==> src/rtl/fruit_tmpl_match.sv <==
// fruit_tmpl_match: streaming sum-of-absolute-differences template matcher.
// Feature samples arrive over a valid/ready handshake. Template samples come
// from an external synchronous ROM addressed by the sample index. After
// N_SAMPLES samples, the score is compared against a threshold latched at start.
// Optional feature: define TMPL_EARLY_ABORT_EN to stop a match as soon as
// the running sum exceeds the threshold.
module fruit_tmpl_match #(
   parameter int ADDR_WIDTH = 11,
   parameter int DATA_WIDTH = 8,
   parameter int N_SAMPLES  = 2048,
   parameter int ACC_WIDTH  = 19
) (
   input  logic                  clk,
   input  logic                  rst_n,
   input  logic                  start,
   input  logic [ACC_WIDTH-1:0]  thr,
   input  logic                  feat_valid,
   input  logic [DATA_WIDTH-1:0] feat_data,
   output logic                  feat_ready,
   output logic [ADDR_WIDTH-1:0] rom_addr,
   input  logic [DATA_WIDTH-1:0] rom_data,
   output logic                  busy,
   output logic                  score_valid,
   output logic [ACC_WIDTH-1:0]  score,
   output logic                  match,
   output logic                  aborted
);

   typedef enum logic [1:0] {IDLE, RUN, DRAIN, DONE} state_t;

   localparam logic [ADDR_WIDTH-1:0] LAST_IDX = ADDR_WIDTH'(N_SAMPLES - 1);

   state_t                state, state_nxt;
   logic [ADDR_WIDTH-1:0] idx;
   logic [DATA_WIDTH-1:0] feat_reg;
   logic                  feat_reg_vld;
   logic [ACC_WIDTH-1:0]  acc;
   logic [ACC_WIDTH-1:0]  thr_q;
   logic [DATA_WIDTH-1:0] abs_diff;
   logic                  hs;
   logic                  accept_start;
   logic                  abort_now;

   assign accept_start = (state == IDLE) && start;
   assign hs           = feat_ready && feat_valid;
   // feat_reg lines up with rom_data because the ROM has one cycle of read latency.
   assign abs_diff     = (feat_reg >= rom_data) ? (feat_reg - rom_data) : (rom_data - feat_reg);

`ifdef TMPL_EARLY_ABORT_EN
   logic abort_flag;

   // The accumulator is already past the threshold, so no more samples can
   // change the verdict.
   assign abort_now = ((state == RUN) || (state == DRAIN)) && (acc > thr_q);

   // Remember that an abort occurred, so it can be reported with the result.
   always_ff @(posedge clk) begin
      if (!rst_n)            abort_flag <= 1'b0;
      else if (accept_start) abort_flag <= 1'b0;
      else if (abort_now)    abort_flag <= 1'b1;
   end

   assign aborted = score_valid && abort_flag;
`else
   assign abort_now = 1'b0;
   assign aborted   = 1'b0;
`endif

   // Next state and handshake readiness; an abort preempts sample acceptance.
   always_comb begin
      state_nxt  = state;
      feat_ready = 1'b0;
      case (state)
         IDLE:  if (start) state_nxt = RUN;
         RUN: begin
            if (abort_now) state_nxt = DONE;
            else begin
               feat_ready = 1'b1;
               if (feat_valid && (idx == LAST_IDX)) state_nxt = DRAIN;
            end
         end
         DRAIN: state_nxt = DONE;
         DONE:  state_nxt = IDLE;
         default: state_nxt = IDLE;
      endcase
   end

   // State, index, and sample pipeline. The accumulator freezes on an abort,
   // so the reported score is the value that crossed the threshold.
   always_ff @(posedge clk) begin
      if (!rst_n) begin
         state        <= IDLE;
         idx          <= '0;
         feat_reg     <= '0;
         feat_reg_vld <= 1'b0;
         acc          <= '0;
         thr_q        <= '0;
      end else begin
         state        <= state_nxt;
         feat_reg_vld <= hs;
         if (hs) begin
            feat_reg <= feat_data;
            idx      <= idx + 1'b1;
         end
         if (accept_start) begin
            acc   <= '0;
            idx   <= '0;
            thr_q <= thr;
         end else if (feat_reg_vld && !abort_now) begin
            acc <= acc + ACC_WIDTH'(abs_diff);
         end
      end
   end

   assign rom_addr    = idx;
   assign busy        = (state != IDLE);
   assign score_valid = (state == DONE);
   // The accumulator is cleared only by an accepted start, so it also serves as the held score.
   assign score       = acc;
   assign match       = score_valid && (acc <= thr_q);

endmodule
==> config.mk <==
export PLATFORM = sky130hd
export DESIGN_NAME = fruit_tmpl_match
export DESIGN_NICKNAME = d
export VERILOG_FILES = /design/src/rtl/fruit_tmpl_match.sv
export SDC_FILE = /design/constraint.sdc
export NUM_CORES = 1
export LEC_CHECK = 0
export BUFFER_PORTS_ARGS = -buffer_cell sky130_fd_sc_hd__buf_2
export CAP_MARGIN = 0
export CORE_MARGIN = 3
export CORE_UTILIZATION = 45
export CTS_BUF_LIST = sky130_fd_sc_hd__clkbuf_8
export CTS_CLUSTER_DIAMETER = 150
export DETAILED_ROUTE_END_ITERATION = 10
export PLACE_DENSITY = 0.65
export SLEW_MARGIN = 20
export SYNTH_ARGS = -nofsm -noshare
export SYNTH_HDL_FRONTEND = slang
export SYNTH_SLANG_ARGS = --single-unit
==> constraint.sdc <==
create_clock -name clk -period 4.1 [get_ports clk]
set_input_delay 0.205 -clock clk [delete_from_list [all_inputs] [get_ports clk]]
set_output_delay 0.205 -clock clk [all_outputs]
set_load 0.005 [all_outputs]
# Word level (Yosys, flattened, before mapping)
# Index checks and enable logic that the tools add are counted.
[word_totals]
reg_bits = 60
inputBits = 39
output_inout_bits = 35
word_cells = 32
[classes]
addsub = 4
order_cmp = 2
eq_ne = 6
n_mux = 5
bitwise_logic = 1
reduce_logical = 8
[op_table]
columns = ["op", "n"]
rows = [
  ["19-bit by 8-bit adder with 19-bit output", 1],
  ["19-bit less-or-equal comparator", 1],
  ["8-bit subtractor", 2],
  ["11-bit by 1-bit adder with 11-bit output (second input constant)", 1],
  ["11-bit equality test (second input constant)", 1],
  ["8-bit >= comparator", 1],
  ["8-bit two-way mux", 1],
  ["2-bit case mux with 4 select lines", 1],
  ["2-bit equality test (second input constant)", 2],
  ["1-bit logical AND", 4],
  ["2-bit two-way mux", 2],
  ["2-bit != test (second input constant)", 2],
  ["2-bit by 1-bit equality test with 1-bit output (second input constant)", 1],
  ["2-bit zero test", 1],
  ["2-bit AND reduction", 1],
  ["2-bit nonzero test", 1],
  ["2-bit OR reduction", 1],
  ["1-bit two-way mux", 1],
  ["1-bit NOT", 1],
]

# Depth between registers and ports, before layout
# Gate-level depths: netlist of the first run.
[depth]
depth_word = 4
depth_mapped = 15
depth_no_buf = 15

# Worst setup path after synthesis of the first run
# OpenSTA, ideal clock, no wires.
[synth_timing]
kind = "flip-flop to flip-flop"
startpoint = "reg feat_reg[0]"
endpoint = "reg acc[13] (netlist: score[13])"
setup_ns = 0.116
arrival_time_ns = 3.319
required_ns = 3.984
slack_ns = 0.665
path_stages_with_launch = 16
n_path_buf = 0
period_less_slack_ns = 3.435
cell_sequence = "dfxtp_1 > inv_1 > ha_1 > inv_1 > fa_1 > nand3_1 > a31oi_2 > a211oi_4 > mux2i_1 > xor2_1 > ha_1 > a21o_1 > a31o_2 > o21ai_2 > o211ai_1 > a41o_1"
[synth_between]
elab_chain_len = 3
elab_cells_between_ends = 5
cone_classes = "3 x add/sub; 1 x order compare; 1 x mux"
[synth_lines]
columns = ["item", "line", "rtl"]
rows = [
  ["start: declaration", "35", "logic [DATA_WIDTH-1:0] feat_reg;"],
  ["start signal: assignment", "102", "feat_reg <= feat_data;"],
  ["8-bit subtractor or 8-bit >= comparator (tied branches)", "47", "assign abs_diff = (feat_reg >= rom_data) ? (feat_reg - rom_data) : (rom_data - feat_reg);"],
  ["8-bit two-way mux *", "47", ""],
  ["19-bit by 8-bit adder with 19-bit output *", "110", "acc <= acc + ACC_WIDTH'(abs_diff);"],
  ["end signal: assignment", "110", ""],
  ["end: declaration", "37", "logic [ACC_WIDTH-1:0] acc;"],
]
# Mark *: on every way between the ends. The rest lies on a longest branch, timed or not.
# A chain may end at the register's enable or synchronous reset.

# Worst setup path after layout of the first run
# Same ends and word-level chain as after synthesis.

==> results by group, run 1 <==
Drt
  • Via density: 5.333
  • Remaining DRCs: 0
  • DR WL/cell: 13.96 um
  • Post-DRT Antenna Nets: 0
  • Detailed-route via count: 3,557
  • TritonRoute pass-1 iters: 4
  • Routed WL: between 9 and 10 mm
  • Starting DRT DRC Count: ~130

Synth
  • Fraction of registers with async set/reset: 0
  • Syn Nets: just under 600
  • Mapped cell area: 4005 um^2
  • EDFF count, synth: 0
  • YS warnings: 0
  • Mapped Cells: approximately 500
  • Distinct cell type count after synthesis: 54
  • Ys flop type: dfxtp_1
  • Yosys reg bits: 60
  • Register area share after synthesis: 0.2999
  • Avg Inst Size Synth: about 8 um^2

Die
  • Die Width: 100.3 um
  • Cell row count: 33
  • IO Pins: 74
  • Core area: 8423 um^2
  • Die footprint: 10,070 um^2
  • Die H: 100.3 um
  • Starting Density: 0.4755

Placement
  • Placed inst area: 4400 um^2
  • Setup WS pre-CTS: 355.0 ps
  • Port Buffer Count: 72
  • Routability Congestion: around 0.86
  • Post-detail-place hpwl: around 7.2 mm

Final layout
  • Commonest non-fill, non-tap cell in the layout: nand2_1
  • Finished Core Util: 0.5492
  • Layout cells sized above 1: 0.1815
  • Multi-input logic area: 2531 um^2
  • Layout area overhead: 15.50%
  • Layout fillers: ~850
  • FF/Latch Area: around 1200 um^2
  • Nets: 648
  • Commonest cells after routing, fill and taps aside: nand2_1 (79), buf_2 (72), dfxtp_1 (60), ha_1 (49), inv_1 (44)
  • Fin area: 4626 um^2
  • Diodes inserted: 0

Power and ir drop
  • Pleak: 0.002043 uW
  • Pwr/cell area: 457.0 nW/um^2
  • Final Total Pwr: 2114 uW
  • Worst VDD drop: around 250 uV

GRT
  • Vias in the first global route: 3,355
  • GRT Overall Usage: 0.1874
  • Initial antenna violation count: 0
  • First-pass GRT wire length: between 15 and 20 mm
  • Grt total ovfl: 0
  • Largest net degree at the start of global routing: 25

Timing
  • Fin crit period: 3803 ps
  • RSZ-0062 raised after global routing: no
  • Worst Skew: 9.730 ps
  • Setup total negative slack: 0 ps
  • Final cycle utilization of the critical path: 0.9276
  • Worst Slack Setup Final: 297.0 ps
  • Hold Fails Final Rpt: 0
  • Final setup vio count: 0
  • FMAX: 0.2630 GHz
  • Slew @ Worst Pin: 904.5 ps
  • Max Slew Vio Count: 0
  • Slew HR: 0.3948

Clock tree
  • Clk buf depth: 2
  • Clk_lat worst skew: 350 ps
  • CTS tree: built
  • H-tree depth: 3
  • Clock sinks: 60
  • Clock transition at path regs: 80 ps
  • CTS Buf Count: 9
  • # Post-CTS Setup Buffers: 0
  • Post-CTS Hold Fix Bufs: 0
  • Gates resized, CTS repair: 0
  • Root Driver: clkbuf_8

Setup path
  • Cell Chain, Critical Path: inv_1, ha_1, inv_1, fa_1, nand3_1, a31oi_2, a211oi_4, mux2i_1, xor2_1, ha_1, a21o_1, a31o_2, o21ai_2, o211ai_1, a41o_1
  • WP data arrival: 4040 ps
  • Crit Path Max Fanout: 9
  • CP delay by family, top: compound AO/OA/AOI/OAI gates
  • CP Launch Type: register
  • Required time of the worst setup path: ~4300 ps
  • Buf+Inv Stages, Crit Path: 2
  • CP peak stage delay: 470 ps
  • Worst setup path category: reg2reg
  • Crit. End Element: register
  • CP max stage cell: a211oi_4

Hold path
  • HP Class: in2reg

Run status
  • Status: finished clean

Flow run
  • MaxCap Viol Count: 0
## where the power goes
part           total (uW)  switching, uW  internal [uW]
clock                 615            270            345
combinational         787            467            320
sequential            712           59.5            652
total                2110            797           1320
## cell type report
cell class / instances / area share
timing repair buffer: 73 / 0.07952
sequential: 60 / 0.2597
multi-input combinational: 368 / 0.5472
inverter: 45 / 0.03652
tap: 105 / 0.02840
clock inverter: 7 / 0.02191
clock buffer: 9 / 0.02678
## cells in the mapped netlist (all sizes together) (8+ instances only)
cell type  number  area share
dfxtp          60        0.30
a21oi          42       0.054
xor2            9       0.020
o21ai          17       0.022
ha             49        0.15
xnor2          15       0.033
nor3            8       0.010
inv            44       0.041
clkbuf         11       0.013
nand4          11       0.017
nand2          79       0.074
buf             8       0.013
mux2i          12       0.030
nor2           28       0.026
nand3          12       0.015
a21boi         11       0.021
## cell families (layout without fill, tap and decap cells)
group | Yosys count | in the layout | synth area share
and+or+nand+nor | 171 | 171 | 0.2024
AOI/OAI and AO/OA | 107 | 107 | 0.1753
buffers and inverters | 64 | 134 | 0.06810
DFF | 60 | 60 | 0.2999
adders and majority gates | 52 | 52 | 0.1681
xor gates and xnor gates | 24 | 24 | 0.05249
muxes | 13 | 13 | 0.03280
other | 1 | 1 | 0.0009363
## stage by stage
stage,instances,hold WS [ps]
2_1_floorplan,492,341.0
3_3_place_gp,651,445.4
3_5_place_dp,651,447.7
4_1_cts,667,74.08
5_1_grt,667,93.81
6_report,667,84.26
## worst min-delay path: stages
cell and delay [ps]:
buf_2 90, nand2_1 40, a21oi_1 50
## layer usage
metal / wire length, um / track usage / up-vias
met5: 0 / 0 / -
met4: 128 / 0.07150 / 0
met3: 445 / 0.02988 / 10
met2: 4330 / 0.3099 / 69
met1: 4405 / 0.2449 / 1644
li1: - / - / 1834
## final timing paths
| check | from | endpoint | slack (ps) | depth (start not counted) |
|---|---|---|---|---|
| setup / recovery | feat_reg[0]$_SDFFE_PN0P_ | score[13]$_SDFFE_PP0P_ | 300 | 15 |
| hold reg to reg | thr_q[11]$_SDFFE_PN0P_ | thr_q[11]$_SDFFE_PN0P_ | 460 | 2 |
| hold / removal | thr[4] | thr_q[4]$_SDFFE_PN0P_ | 80 | 3 |
| setup reg to reg | feat_reg[0]$_SDFFE_PN0P_ | score[13]$_SDFFE_PP0P_ | 300 | 15 |
Power figures use the tool's default switching activity.
==> run 2, diff against run 1 <==
- CELL_PAD_IN_SITES_DETAIL_PLACEMENT: not set -> 1
- CELL_PAD_IN_SITES_GLOBAL_PLACEMENT: not set -> 2
- CORE_UTILIZATION: 45 -> 34
- PLACE_DENSITY: 0.65 -> 0.81
==> results by group, run 2 (synthesis results as in run 1) <==
Drt
  • TritonRoute pass-1 iters: 4 (unchanged)
  • Starting DRT DRC Count: 140 (was 129)
  • Routed WL: 10.93 mm (was 9.310 mm)
  • Via density: 5.091 (was 5.333)
  • Met2 Routed Length: 5.281 mm (was 4.330 mm)
  • Top sig layer: met4 (unchanged)
  • DR WL/cell: 15.48 um (was 13.96 um)
  • Remaining DRCs: 0 (unchanged)
  • Post-DRT Antenna Nets: 0 (unchanged)
  • Wl on met1: 5.191 mm (was 4.405 mm)
  • Detailed-route via count: 3,594 (was 3,557)
  • Met3 WL: 341 um (was 445 um)

Timing
  • Slew HR: 0.3755 (was 0.3948)
  • RSZ-0062 raised after global routing: no (unchanged)
  • Hold Fails Final Rpt: 0 (unchanged)
  • Final cycle utilization of the critical path: 0.9208 (was 0.9276)
  • Fin crit period: 3775 ps (was 3803 ps)
  • FMAX: 0.2649 GHz (was 0.2630 GHz)
  • Setup total negative slack: 0 ps (unchanged)
  • Slew @ Worst Pin: 933.4 ps (was 904.5 ps)
  • Worst Skew: 13.09 ps (was 9.730 ps)
  • Worst hold margin: 92.65 ps (was 84.26 ps)
  • Max Slew Vio Count: 0 (unchanged)
  • Final setup vio count: 0 (unchanged)

Clock tree
  • Post-CTS Hold Fix Bufs: 0 (unchanged)
  • CTS Buf Count: 9 (unchanged)
  • Gates resized, CTS repair: 0 (unchanged)
  • Clk buf depth: 2 (unchanged)
  • CTS tree: built (unchanged)
  • # Post-CTS Setup Buffers: 0 (unchanged)
  • Clk_lat worst skew: 350 ps (about the same)
  • H-tree depth: 3 (unchanged)
  • Root Driver: clkbuf_8 (unchanged)
  • Clock transition at path regs: 80 ps (about the same)
  • Clock sinks: 60 (unchanged)

Placement
  • Post-detail-place hpwl: 8.482 mm (was 7.187 mm)
  • Port Buffer Count: 72 (unchanged)
  • Routability Congestion: 0.8623 (was 0.8562)

GRT
  • Vias in the first global route: 3,697 (was 3,355)
  • Initial antenna violation count: 0 (unchanged)
  • Grt total ovfl: 0 (unchanged)
  • GRT Overall Usage: 0.1724 (was 0.1874)
  • Largest net degree at the start of global routing: 29 (was 25)
  • First-pass GRT wire length: 18.10 mm (was 15.31 mm)

Run status
  • Status: finished clean (unchanged)

Flow run
  • MaxCap Viol Count: 0 (unchanged)

Power and ir drop
  • Logic pwr share: 0.384 (was 0.372)
  • Pleak: 0.002048 uW (was 0.002043 uW)
  • Clock share of power: 0.285 (was 0.291)
  • Psw: 800.3 uW (was 797.3 uW)
  • Sequential Power Share: 0.331 (was 0.337)
  • Worst VDD drop: 178.4 uV (was 247.0 uV)
  • Switching part of the total: 0.3750 (was 0.3771)
  • Pwr/cell area: 455.9 nW/um^2 (was 457.0 nW/um^2)
  • Int Power: 1334 uW (was 1317 uW)

Die
  • Starting Density: 0.3493 (was 0.4755)
  • Die Width: 114.5 um (was 100.3 um)
  • IO Pins: 74 (unchanged)
  • Die footprint: 13,120 um^2 (was 10,070 um^2)
  • Die H: 114.5 um (was 100.3 um)
  • Core area: 11,470 um^2 (was 8423 um^2)
  • Cell row count: 39 (was 33)

Setup path
  • Worst setup path category: reg2reg (unchanged)
  • WP data arrival: 4010 ps (was 4040 ps)
  • CP peak stage delay: 490 ps (was 470 ps)
  • Cell Chain, Critical Path: inv_1, ha_1, inv_1, fa_1, nand3_1, a31oi_2, a211oi_4, mux2_2, fa_1, a21o_1, a221oi_2, and4bb_2, xnor2_1, nor2_1 (was inv_1, ha_1, inv_1, fa_1, nand3_1, a31oi_2, a211oi_4, mux2i_1, xor2_1, ha_1, a21o_1, a31o_2, o21ai_2, o211ai_1, a41o_1)
  • Crit. End Element: register (unchanged)
  • Crit Path Max Fanout: 7 (was 9)
  • R2R setup slack: 320 ps (was 300 ps)
  • CP Launch Type: register (unchanged)
  • Required time of the worst setup path: 4340 ps (about the same)
  • CP max stage cell: a211oi_4 (unchanged)

Hold path
  • HP Class: in2reg (unchanged)

Final layout
  • Multi-input logic area: 2531 um^2 (unchanged)
  • Commonest cells after routing, fill and taps aside: nand2_1 (79), buf_2 (72), dfxtp_1 (60), ha_1 (49), inv_1 (44) (unchanged)
  • Layout cells sized above 1: 0.1829 (was 0.1815)
  • Layout fillers: 1,417 (was 851)
  • FF/Latch Area: 1201 um^2 (unchanged)
  • Nets: 649 (was 648)
  • Diodes inserted: 0 (unchanged)
  • Layout area overhead: 16.87% (was 15.50%)
  • Commonest non-fill, non-tap cell in the layout: nand2_1 (unchanged)
[run 2: cell count changes in the layout (fill, tap and decap cells not counted), sizes merged]
cell and delta:
buf +1, clkbuf +1, clkinv -2, clkinvlp +1
[run 2: per-stage QoR]
step           setup WS (ps)  utilization  area [um^2]  cells  power [uW]
6_report               324.5       0.4082         4681    706        2134
4_1_cts                276.3       0.4082         4681    706        2171
3_5_place_dp           274.9       0.3885         4456    690        1548
2_1_floorplan          664.6            -         4005    492        1330
3_3_place_gp           424.4       0.3885         4456    690        1515
5_1_grt                80.81       0.4082         4681    706        2310
[run 2: area by class of cell]
cell class / count / area share
repair buffers: 74 / 0.08019
inverters: 45 / 0.03609
well taps: 143 / 0.03823
clock inverters: 6 / 0.01871
multi-input cells: 368 / 0.5408
flip-flops and latches: 60 / 0.2566
clock buffers: 10 / 0.02940
[run 2: power by group through the flow]
| stage | clock [uW] | combinational (uW) | sequential (uW) |
|---|---|---|---|
| 2_1_floorplan | 0 | 626 | 704 |
| 3_3_place_gp | 0 | 799 | 716 |
| 3_5_place_dp | 0 | 827 | 722 |
| 4_1_cts | 630 | 832 | 708 |
| 5_1_grt | 654 | 937 | 718 |
| 6_report | 608 | 819 | 707 |
[run 2: layer usage]
layer	vias up	global-route usage
met4	0	0.04988
li1	1831	-
met1	1706	0.2211
met3	7	0.03224
met2	50	0.2938
met5	-	0
[run 2: worst paths after layout]
path / start / end / cells after the start
setup / recovery: feat_reg[0]$_SDFFE_PN0P_ / score[18]$_SDFFE_PP0P_ / 14
hold / removal: thr[8] / thr_q[8]$_SDFFE_PN0P_ / 3
hold reg to reg: thr_q[7]$_SDFFE_PN0P_ / thr_q[7]$_SDFFE_PN0P_ / 2
setup reg to reg: feat_reg[0]$_SDFFE_PN0P_ / score[18]$_SDFFE_PP0P_ / 14
[run 2: worst max-delay path: cells and delay by family, from the launching register on]
kind	cells	cell delay (ps)
buffers and inverters	2	100
flip-flops	1	320
AO/OA/AOI/OAI	4	1230
multiplexers	1	440
XOR/XNOR	1	140
AND/OR/NAND/NOR	3	470
adder cells (fa/ha/maj)	3	970
==> run 3, diff against run 2 <==
- ABC_AREA: not set -> 1
- CORE_UTILIZATION: 34 -> 32
==> results by group, run 3 <==
Clock tree
  • Root Driver: clkbuf_8 (unchanged)
  • Clk buf depth: 2 (unchanged)
  • Clock transition at path regs: 70 ps (was 80 ps)
  • CTS Buf Count: 9 (unchanged)
  • Clk_lat worst skew: 360 ps (was 350 ps)
  • Gates resized, CTS repair: 0 (unchanged)
  • Post-CTS Hold Fix Bufs: 0 (unchanged)
  • Clock sinks: 60 (unchanged)
  • CTS tree: built (unchanged)
  • # Post-CTS Setup Buffers: 0 (unchanged)
  • H-tree depth: 3 (unchanged)

Setup path
  • FF-to-FF Start: feat_reg[0]$_SDFFE_PN0P_ (unchanged)
  • Crit. End Element: register (unchanged)
  • Worst R2R Path Depth: 21 (was 14)
  • Required time of the worst setup path: 4360 ps (was 4340 ps)
  • WP data arrival: 3380 ps (was 4010 ps)
  • CP startpoint: feat_reg[0]$_SDFFE_PN0P_ (unchanged)
  • CP Launch Type: register (unchanged)
  • Worst setup path category: reg2reg (unchanged)
  • Crit Path Max Fanout: 9 (was 7)

Power and ir drop
  • Final Total Pwr: 2468 uW (was 2134 uW)
  • Pleak: 0.002515 uW (was 0.002048 uW)
  • Int Power: 1403 uW (was 1334 uW)
  • Psw: 1065 uW (was 800.3 uW)
  • Pwr/cell area: 494.8 nW/um^2 (was 455.9 nW/um^2)
  • Switching part of the total: 0.4316 (was 0.3750)
  • Clock share of power: 0.243 (was 0.285)
  • Sequential Power Share: 0.299 (was 0.331)
  • Worst VDD drop: 263.9 uV (was 178.4 uV)
  • Logic pwr share: 0.457 (was 0.384)

Synth
  • Mapped cell area: 4259 um^2 (was 4005 um^2)
  • Avg Inst Size Synth: 6.665 um^2 (was 8.140 um^2)
  • Top-count cell post-synth: nand2_1 (unchanged)
  • Distinct cell type count after synthesis: 40 (was 54)
  • Register area share after synthesis: 0.2820 (was 0.2999)
  • EDFF count, synth: 0 (unchanged)
  • Mapped Cells: 639 (was 492)
  • Synth area leader: dfxtp_1 (unchanged)
  • Yosys reg bits: 60 (unchanged)
  • Synth top cells by count: nand2_1 (157), inv_1 (101), a21oi_1 (62) (was nand2_1 (79), dfxtp_1 (60), ha_1 (49))
  • Top-area cell type share of the netlist area: 0.2820 (was 0.2999)
  • Area contributors post-synth: dfxtp_1 (28%), ha_1 (14%), nand2_1 (14%) (was dfxtp_1 (30%), ha_1 (15%), nand2_1 (7.4%))
  • Ys flop type: dfxtp_1 (unchanged)
  • Fraction of registers with async set/reset: 0 (unchanged)
  • Syn Nets: 730 (was 583)
  • YS warnings: 0 (unchanged)

Placement
  • Setup WS pre-CTS: 999.7 ps (was 274.9 ps)
  • Port Buffer Count: 72 (unchanged)
  • Routability Congestion: 0.8605 (was 0.8623)
  • Placed inst area: 4772 um^2 (was 4456 um^2)
  • Cell count after placement: 869 (was 690)
  • Post-detail-place hpwl: 10.21 mm (was 8.482 mm)

Drt
  • Routed WL: 12.56 mm (was 10.93 mm)
  • Detailed-route via count: 4,186 (was 3,594)
  • Remaining DRCs: 0 (unchanged)
  • Starting DRT DRC Count: 127 (was 140)
  • TritonRoute pass-1 iters: 5 (was 4)
  • Via density: 4.730 (was 5.091)
  • Post-DRT Antenna Nets: 0 (unchanged)
  • DR WL/cell: 14.20 um (was 15.48 um)

Final layout
  • Finished Layout Cells: 885 (was 706)
  • Nets: 799 (was 649)
  • Diodes inserted: 0 (unchanged)
  • Layout cells sized above 1: 0.1515 (was 0.1829)
  • Fin area: 4989 um^2 (was 4681 um^2)
  • Commonest non-fill, non-tap cell in the layout: nand2_1 (unchanged)
  • Layout area overhead: 17.13% (was 16.87%)
  • Layout fillers: 1,718 (was 1,417)
  • Commonest cells after routing, fill and taps aside: nand2_1 (157), inv_1 (102), buf_2 (72), a21oi_1 (62), dfxtp_1 (60) (was nand2_1 (79), buf_2 (72), dfxtp_1 (60), ha_1 (49), inv_1 (44))

Timing
  • Fin crit period: 3120 ps (was 3775 ps)
  • FMAX: 0.3205 GHz (was 0.2649 GHz)
  • Worst Skew: 9.953 ps (was 13.09 ps)
  • Slew @ Worst Pin: 897.8 ps (was 933.4 ps)
  • Hold Fails Final Rpt: 0 (unchanged)
  • Setup total negative slack: 0 ps (unchanged)
  • Worst Slack Setup Final: 980.3 ps (was 324.5 ps)
  • RSZ-0062 raised after global routing: no (unchanged)
  • Slew HR: 0.4008 (was 0.3755)
  • Final cycle utilization of the critical path: 0.7609 (was 0.9208)
  • Max Slew Vio Count: 0 (unchanged)
  • Final setup vio count: 0 (unchanged)

GRT
  • First-pass GRT wire length: 21.04 mm (was 18.10 mm)
  • Initial antenna violation count: 1 (was 0)
  • Vias in the first global route: 4,324 (was 3,697)
  • Grt total ovfl: 0 (unchanged)
  • Largest net degree at the start of global routing: 39 (was 29)
  • GRT Overall Usage: 0.1807 (was 0.1724)

Die
  • Die footprint: 14,730 um^2 (was 13,120 um^2)
  • Starting Density: 0.3321 (was 0.3493)
  • Die Width: 121.4 um (was 114.5 um)
  • Core area: 12,820 um^2 (was 11,470 um^2)
  • Cell row count: 41 (was 39)
  • Die H: 121.4 um (was 114.5 um)
  • IO Pins: 74 (unchanged)

Run status
  • Status: finished clean (unchanged)

Hold path
  • HP Class: in2reg (unchanged)
  • HP Start: thr[0] (was thr[8])
  • Hold depth: 3 (unchanged)

Flow run
  • MaxCap Viol Count: 0 (unchanged)
[run 3: cell types whose count changed after synthesis, moves of 6 or more]
| cell | previous run | this run |
|---|---|---|
| nand3_1 | 12 | 34 |
| nor2_1 | 28 | 57 |
| xnor2_1 | 15 | 1 |
| a21oi_1 | 40 | 62 |
| mux2i_1 | 12 | 0 |
| a21boi_0 | 11 | 1 |
| inv_1 | 44 | 101 |
| or3_1 | 6 | 0 |
| nand2_1 | 79 | 157 |
| and4_1 | 6 | 0 |
| nand3b_1 | 1 | 7 |
| nand4_1 | 11 | 4 |
| o21ai_0 | 16 | 35 |
[run 3: final timing paths]
check	slack (ps)	to
setup reg to reg	980	score[7]$_SDFFE_PP0P_
hold / removal	120	thr_q[0]$_SDFFE_PN0P_
setup / recovery	980	score[7]$_SDFFE_PP0P_
hold reg to reg	460	thr_q[12]$_SDFFE_PN0P_
[run 3: per-layer routing]
layer	vias to the layer above	part of all wire	track usage
li1	2161	-	-
met1	1928	0.49	0.2419
met2	79	0.44	0.2832
met3	16	0.048	0.04802
met4	2	0.015	0.05672
met5	-	0.0014	0
[run 3: through the flow]
step                hold slack [ps]    util
detailed placement            459.6  0.3721
floorplan                     371.7       -
global placement              451.2  0.3721
global route                  117.0  0.3890
CTS                           92.35  0.3890
finish                        118.8  0.3890
[run 3: cell families (layout without fill, tap and decap cells)]
logic type,count (synthesis),in the layout,share of synthesized area
and+or+nand+nor,277,277,0.2773
AOI/OAI and AO/OA,118,118,0.1495
xor gates and xnor gates,11,11,0.02262
adders and majority gates,52,52,0.1581
DFF,60,60,0.2820
buffers and inverters,120,194,0.1096
other,1,1,0.0008805
[run 3: power groups by stage]
stage / clock [uW] / combinational (uW) / sequential, uW
2_1_floorplan: 0 / 842 / 727
3_3_place_gp: 0 / 1100 / 750
3_5_place_dp: 0 / 1140 / 754
4_1_cts: 629 / 1140 / 740
5_1_grt: 649 / 1310 / 753
6_report: 600 / 1130 / 739
[run 3: final cells by class]
class,instances,area [um^2],share of cell area
Clock buffer,9,123.9,0.02483
Clock inverter,7,92.59,0.01856
Inverter,105,396.6,0.07951
Multi-Input combinational cell,459,2591,0.5194
Sequential cell,60,1201,0.2408
Tap cell,172,215.2,0.04314
Timing Repair Buffer,73,367.9,0.07374
[run 3: worst max-delay path, stage by stage, from the launching register on]
cell and delay (ps):
dfxtp_1 310, inv_1 80, ha_1 180, inv_1 60
fa_1 410, nand3_1 130, nand2_1 110, o21ai_2 190
nand2_4 110, inv_4 100, nand2_1 50, nand2_1 50
inv_1 40, ha_1 360, nand2_1 140, nor2_1 170
nand2_1 70, nand2_1 80, xor2_1 170, nand2_1 70
nand2_1 90, inv_1 30
